<file path="src/rtl/digit_entry_reg.sv">
// Switch/button digit entry register: digits load MSB-first, with backspace, clear and valid/ready hand-off.
// Buttons are double-synchronised; the optional debouncer is enabled by defining DIGIT_ENTRY_DEBOUNCE_EN.
module digit_entry_reg #(
    parameter int                DATA_W       = 64,
    parameter int                DIGIT_W      = 4,
    parameter int                NDIG_W       = 5,
    parameter logic [DATA_W-1:0] RESET_VALUE  = 64'h0123456789ABCDEF,
    parameter logic [15:0]       DEBOUNCE_CYC = 16'd50000
) (
    input  logic               clk,
    input  logic               rst,
    input  logic [DIGIT_W-1:0] din,
    input  logic               load_n,
    input  logic               backspace_n,
    input  logic               clear_n,
    output logic [DATA_W-1:0]  values,
    output logic [NDIG_W-1:0]  n_entered,
    output logic               valid,
    input  logic               ready,
    output logic               err,
    output logic [3:0]         state
);
    localparam int                NDIG_I = DATA_W / DIGIT_W;
    localparam logic [NDIG_W-1:0] NDIG   = NDIG_W'(NDIG_I);

    typedef enum logic [3:0] {
        IDLE    = 4'd0,
        WRITE   = 4'd1,
        ADVANCE = 4'd2,
        HOLD_LD = 4'd3,
        CHECK   = 4'd4,
        FULL    = 4'd5,
        CLEAR   = 4'd6,
        RETRACT = 4'd7,
        HOLD_BS = 4'd8,
        ERROR   = 4'd9
    } st_t;

    st_t        st;
    logic [2:0] sync1, sync2, btn_lvl;
    logic       ld, bs, cl;

    // Bit order in the button vectors: {load, backspace, clear}; released = 1.
    always_ff @(posedge clk or posedge rst) begin
        if (rst) begin
            sync1 <= 3'b111;
            sync2 <= 3'b111;
        end else begin
            sync1 <= {load_n, backspace_n, clear_n};
            sync2 <= sync1;
        end
    end

`ifdef DIGIT_ENTRY_DEBOUNCE_EN
    logic [15:0] deb_cnt [3];

    for (genvar b = 0; b < 3; b++) begin : g_deb
        always_ff @(posedge clk or posedge rst) begin
            if (rst) begin
                deb_cnt[b] <= '0;
                btn_lvl[b] <= 1'b1;
            end else if (sync2[b] == btn_lvl[b]) begin
                deb_cnt[b] <= '0;
            end else if (deb_cnt[b] >= DEBOUNCE_CYC - 16'd1) begin
                deb_cnt[b] <= '0;
                btn_lvl[b] <= sync2[b];
            end else begin
                deb_cnt[b] <= deb_cnt[b] + 16'd1;
            end
        end
    end
`else
    assign btn_lvl = sync2;
`endif

    assign ld    = ~btn_lvl[2];
    assign bs    = ~btn_lvl[1];
    assign cl    = ~btn_lvl[0];
    assign state = st;

    always_ff @(posedge clk or posedge rst) begin
        if (rst) begin
            st        <= IDLE;
            values    <= RESET_VALUE;
            n_entered <= '0;
            valid     <= 1'b0;
            err       <= 1'b0;
        end else begin
            case (st)
                IDLE: begin
                    if (ld)
                        st <= WRITE;
                    else if (bs)
                        st <= (n_entered != '0) ? RETRACT : HOLD_BS;
                    else if (cl)
                        st <= CLEAR;
                end
                WRITE: begin
                    for (int k = 0; k < NDIG_I; k++)
                        if (n_entered == NDIG_W'(k))
                            values[(NDIG_I-1-k)*DIGIT_W +: DIGIT_W] <= din;
                    st <= ADVANCE;
                end
                ADVANCE: begin
                    if (n_entered != NDIG)
                        n_entered <= n_entered + 1'b1;
                    st <= HOLD_LD;
                end
                HOLD_LD: begin
                    if (!ld)
                        st <= CHECK;
                end
                CHECK: begin
                    if (n_entered == NDIG) begin
                        st    <= FULL;
                        valid <= 1'b1;
                    end else begin
                        st <= IDLE;
                    end
                end
                // Handshake beats an edit: an accepted value must not be altered.
                FULL: begin
                    if (ready) begin
                        st    <= CLEAR;
                        valid <= 1'b0;
                    end else if (bs) begin
                        st    <= RETRACT;
                        valid <= 1'b0;
                    end else if (cl) begin
                        st    <= CLEAR;
                        valid <= 1'b0;
                    end
                end
                RETRACT: begin
                    if (n_entered != '0) begin
                        n_entered <= n_entered - 1'b1;
                        for (int k = 0; k < NDIG_I; k++)
                            if (n_entered == NDIG_W'(k + 1))
                                values[(NDIG_I-1-k)*DIGIT_W +: DIGIT_W] <= '0;
                    end
                    st <= HOLD_BS;
                end
                HOLD_BS: begin
                    if (!bs)
                        st <= IDLE;
                end
                CLEAR: begin
                    n_entered <= '0;
                    if (!cl)
                        st <= IDLE;
                end
                ERROR: begin
                    err <= 1'b1;
                    st  <= IDLE;
                end
                default: begin
                    err <= 1'b1;
                    st  <= ERROR;
                end
            endcase
        end
    end
endmodule

</file>
<file path="config.mk">
export PLATFORM = sky130hd
export DESIGN_NAME = digit_entry_reg
export DESIGN_NICKNAME = d
export VERILOG_FILES = /design/src/rtl/digit_entry_reg.sv
export SDC_FILE = /design/constraint.sdc
export NUM_CORES = 1
export LEC_CHECK = 0
export BUFFER_PORTS_ARGS = -buffer_cell sky130_fd_sc_hd__buf_4
export CAP_MARGIN = 20
export CORE_MARGIN = 2
export CORE_UTILIZATION = 50
export CTS_CLUSTER_SIZE = 30
export DETAILED_ROUTE_END_ITERATION = 7
export PLACE_DENSITY = 0.85
export SYNTH_ARGS = -nofsm -noshare
export SYNTH_HDL_FRONTEND = slang
export SYNTH_SLANG_ARGS = --single-unit
</file>
<file path="constraint.sdc">
create_clock -name clk -period 2.6 [get_ports clk]
set_clock_uncertainty 0.1 [all_clocks]
set_input_delay 0.13 -clock clk [delete_from_list [all_inputs] [get_ports clk]]
set_output_delay 0.13 -clock clk [all_outputs]
set_load 0.02 [all_outputs]
</file>
==> After elaboration in Yosys (flattened, before gate mapping) <==
Cells that the tools add are included.
Widths: inputs -> output; s select.
{ "totals": {"input_bits": 10, "output_inout_bits": 75, "regBits": 81} }
{ "classes": {"mux": 53, "eq_ne": 65, "n_reduce_logical": 26, "n_addsub": 2} }
{ "op_table": {"columns": ["op", "n"], "rows": [
  ["$mux 4", 41],
  ["$pmux 64 s2", 1],
  ["$ne 2x2->1 const B", 38],
  ["$mux 64", 1],
  ["$reduce_and 4->1", 16],
  ["$eq 5x4->1 const B", 8],
  ["$pmux 4 s10", 1],
  ["$eq 5x3->1 const B", 4],
  ["$eq 4x3->1 const B", 4],
  ["$pmux 5 s3", 1],
  ["$eq 5x2->1 const B", 2],
  ["$mux 5", 2],
  ["$reduce_and 3->1", 3],
  ["$reduce_or 9->1", 1],
  ["$eq 4x2->1 const B", 2],
  ["$eq 4x4->1 const B", 2],
  ["$add 5x1->5 const B", 1],
  ["$eq 5x1->1 const B", 1],
  ["$eq 5x5->1 const B", 1],
  ["$logic_not 5->1", 1],
  ["$ne 5x5->1 const B", 1],
  ["$reduce_bool 5->1", 1],
  ["$sub 5x1->5 const B", 1],
  ["$eq 4x1->1 const B", 1],
  ["other kinds (7)", 11]
]} }

==> Logic depth before layout (Yosys ltp) <==
{ "depth": {"depth_word": 5, "depth_mapped": 7} }

==> Least setup slack after synthesis <==
Ideal clock, no wire load.
{ "synth_timing": {"kind": "register to register", "startpoint": "reg n_entered[0]", "endpoint": "reg values[12]", "path_slack_ns": 0.329, "required_time_ns": 2.379, "t_arrival_ns": 2.050, "period_less_slack_ns": 2.271, "stages_incl_launch_ff": 8, "setup_ns": 0.121, "path_cell_list": "dfrtp_1 -> inv_1 -> ha_1 -> clkbuf_1 -> or3b_1 -> a21oi_1 -> nand4_1 -> a22o_1"} }
{ "synth_between": {"elab_chain_cells": 3, "word_cells_on_any_way": 7, "cone_classes": "eq/ne: 5; reduce/logical: 2"} }
{ "synth_lines": {"columns": ["item", "line", "text"], "rows": [
  ["start, declared", "17", "output logic [NDIG_W-1:0] n_entered,"],
  ["start signal, assigned", "106", "n_entered <= n_entered + 1'b1;"],
  ["start signal, assigned", "136", "n_entered <= n_entered - 1'b1;"],
  ["$eq 5x4->1 (tied with other cells)", "138", "if (n_entered == NDIG_W'(k + 1))"],
  ["$ne 2x2->1 (no source line)", null, null],
  ["$reduce_and 4->1 (no source line) (*)", null, null],
  ["end signal, assigned by index", "101", "values[(NDIG_I-1-k)*DIGIT_W +: DIGIT_W] <= din;"],
  ["end, declared", "16", "output logic [DATA_W-1:0] values,"]
]} }
Every way passes the cells marked *; elsewhere a longest branch is shown, timed or not.
A chain may end at the register's enable or synchronous reset.

==> Final worst setup path <==
{ "layout_timing": {"startpoint": "reg n_entered[0]", "endpoint": "reg values[13]"} }
Same word-level chain as after synthesis.

==> impl_metrics.ini <==
[run_status]
status = finished clean

[cts]
clkSlewWorstSetupHoldPaths_ns = 0.08
clock_latency_ns = 0.35
clock_path_buffers = 2
cts_tree = done
cts_buffers = 9
cts-root-buf = clkbuf_8
htree_levels = 3
cts_num_sinks = 81

[synthesis]
ys_seq_area_frac = 0.5519
synthDistinctLibCells = 57
syn-num-nets = 341
synth-edff-count = 0
syn_area_um2 = 3759
yosys_warnings = 0
avgSynthCellArea_um2 = 11.56
synth_seq_cells = 81
async_flop_share = 1.000
syn_inst = 325
synthFlopType = dfrtp_1

[worst_setup_path]
cp-end-kind = flip-flop
rrSetupSlack_ns = 0.27
timing.critical_path.cells = inv_1, ha_1, or3b_1, a21oi_1, nand4_1, a22o_1
cp-startpoint = n_entered[0]
cp_num_buf_inv = 1
crit_type = flip-flop to flip-flop
required_ns = 2.74
cp_slowest_cell = dfrtp_1
worst_ep_arrival_time_ns = 2.47
critical-path-top-delay-family = simple AND/OR/NAND/NOR gates
worst_setup_path_start_kind = flip-flop
max_stage_delay_ns = 0.43
r2r-start = n_entered[0]
path_max_fanout = 7

[global_routing]
grt_max_degree = 48
grt_pass1_wl_mm = 15.57
grt_pass1_vias = 2997
met3_usage = 0.03923
use_met1 = 0.3191
grt_util_met2 = 0.3937
grt_util_all_layers = 0.2353
antenna_found_initial = 0
top_usage_layer = met2
overflow = 0

[final_layout]
layout-drive-gt1-share = 0.3905
final_common_cell = buf_4
fin_nets = 431
layout.cells.most_common_list = 95 x buf_4, 50 x a22o_1, 43 x dfrtp_1
diodes = 0
instances_no_fill = 519
area_growth_pct = 25.73

[sta]
setup_viol_count_final = 0
fmax_mhz = 429.4
finalCriticalPeriod_ns = 2.329
slew_headroom = 0.5049
tightest_slew_ns = 0.7416
hold_viol = 0
setup_slack_ns = 0.2713
tns_ns = 0
rsz0062_at_grt = false
drv_slew = 0
period_share = 0.8956

[placement]
dp_hpwl_mm = 6.872
place_ws_ns = 0.3309
port_buffers = 84
routabilityCongestion = 0.9382
dp.cells = 499

[detailed_routing]
first_iter_violations = 210
postRouteAntennaNets = 0
via_count = 3155
routed_wl_mm = 9.560
drtPass1Iterations = 4
drcViolationCount = 0
wire_per_inst_um = 18.42
routed_via_density = 6.079

[flow_run]
cap_violations = 0

[power]
p_clk_frac = 0.131
leakage_nw = 2.086
power-per-cell-area_nw_per_um2 = 1280
p_seq_frac = 0.376
switching_power_w = 0.002549
p_sw_frac = 0.4213
p_int_w = 0.003500
combPwrFrac = 0.493
power.total_w = 0.006049
max-vdd-ir-drop_uv = 457.0

[die]
core_area_um2 = 7253
pin_count = 85
fp.dieW_um = 90.70
start_util = 0.5182
chipHeight_um = 90.70
num_rows = 31
dieArea_um2 = 8226

[hold_path]
min_path_type = primary input to flip-flop
worst_hold_startpoint = ready
-- layout make-up --
type / count / area (µm²)
clock buffer: 11 / 131.4
clock inverter: 5 / 32.53
fill: 565 / 2527
inverter: 11 / 41.29
multi-input combinational: 212 / 1549
sequential: 81 / 2074
tap: 99 / 123.9
timing repair buffer: 100 / 773.2
-- tightest hold or removal path: stages --
cell,delay (ns)
buf_4,0.08
o21ai_0,0.11
nand4_1,0.11
-- power groups by stage --
stage | clock, W | combinational (W) | sequential, W
after floorplan | 0 | 0.00135 | 0.00271
after global placement | 0 | 0.00291 | 0.00226
after detailed placement | 0 | 0.00296 | 0.00229
after CTS | 0.000800 | 0.00298 | 0.00227
after global routing | 0.000855 | 0.00320 | 0.00234
final | 0.000791 | 0.00298 | 0.00227
-- cell usage after synthesis (all sizes together) (6+ instances only) --
cell     count  area (µm²)
buf          9       48.80
a32o         6       60.06
a22o        50       437.9
nand3        9       45.04
clkbuf      12       45.04
a21oi        9       45.04
ha           6       75.07
dfrtp       43        1076
o21ai       18       90.08
nor2        16       60.06
inv         11       41.29
dfstp       38       998.5
nand2       20       75.07
o2bb2ai      8       70.07
-- worst paths after layout --
check / depth (start not counted) / to
max: 6 / values[13]
min: 3 / state[1]
max reg2reg: 6 / values[13]
min reg2reg: 0 / btn_lvl[1]
max in group asynchronous: 4 / values[53]
min in group asynchronous: 3 / values[18]
-- stage by stage --
stage | hold slack (ns) | utilization | instance area [µm²]
6_report | 0.01559 | 0.6515 | 4726
5_1_grt | 0.04089 | 0.6515 | 4726
4_1_cts | 0.003725 | 0.6515 | 4726
3_5_place_dp | 0.1395 | 0.6234 | 4522
3_3_place_gp | 0.1384 | 0.6234 | 4522
2_1_floorplan | 0.03448 | - | 3759
-- repair_timing --
action                                 CTS  global route
endpoints found under the hold margin   20             0
hold buffers                             4             0
gates resized for setup                  0             0
setup buffers                            0             0
-- cells by family after synthesis --
group / after synthesis / share of synthesized area
multiplexers: 4 / 0.01165
XOR/XNOR: 1 / 0.002331
flip-flops: 81 / 0.5519
AO/OA/AOI/OAI: 116 / 0.2380
AND/OR/NAND/NOR: 85 / 0.1401
adder cells (fa/ha/maj): 6 / 0.01997
buffers and inverters: 32 / 0.03595
-- per-layer routing --
metal,part of all wire,wire [µm],vias up
met2,0.50,4813,130
met4,0.010,99,0
met1,0.43,4120,1594
met5,0,0,-
li1,-,-,1419
met3,0.055,527,12
-- sequential cells by signal, indices dropped and copies added, names as in the netlist --
signal	count
btn_lvl	3
valid	1
err	1
state	4
values	64
n_entered	5
sync1	3
(Power assumes the default switching activity.)
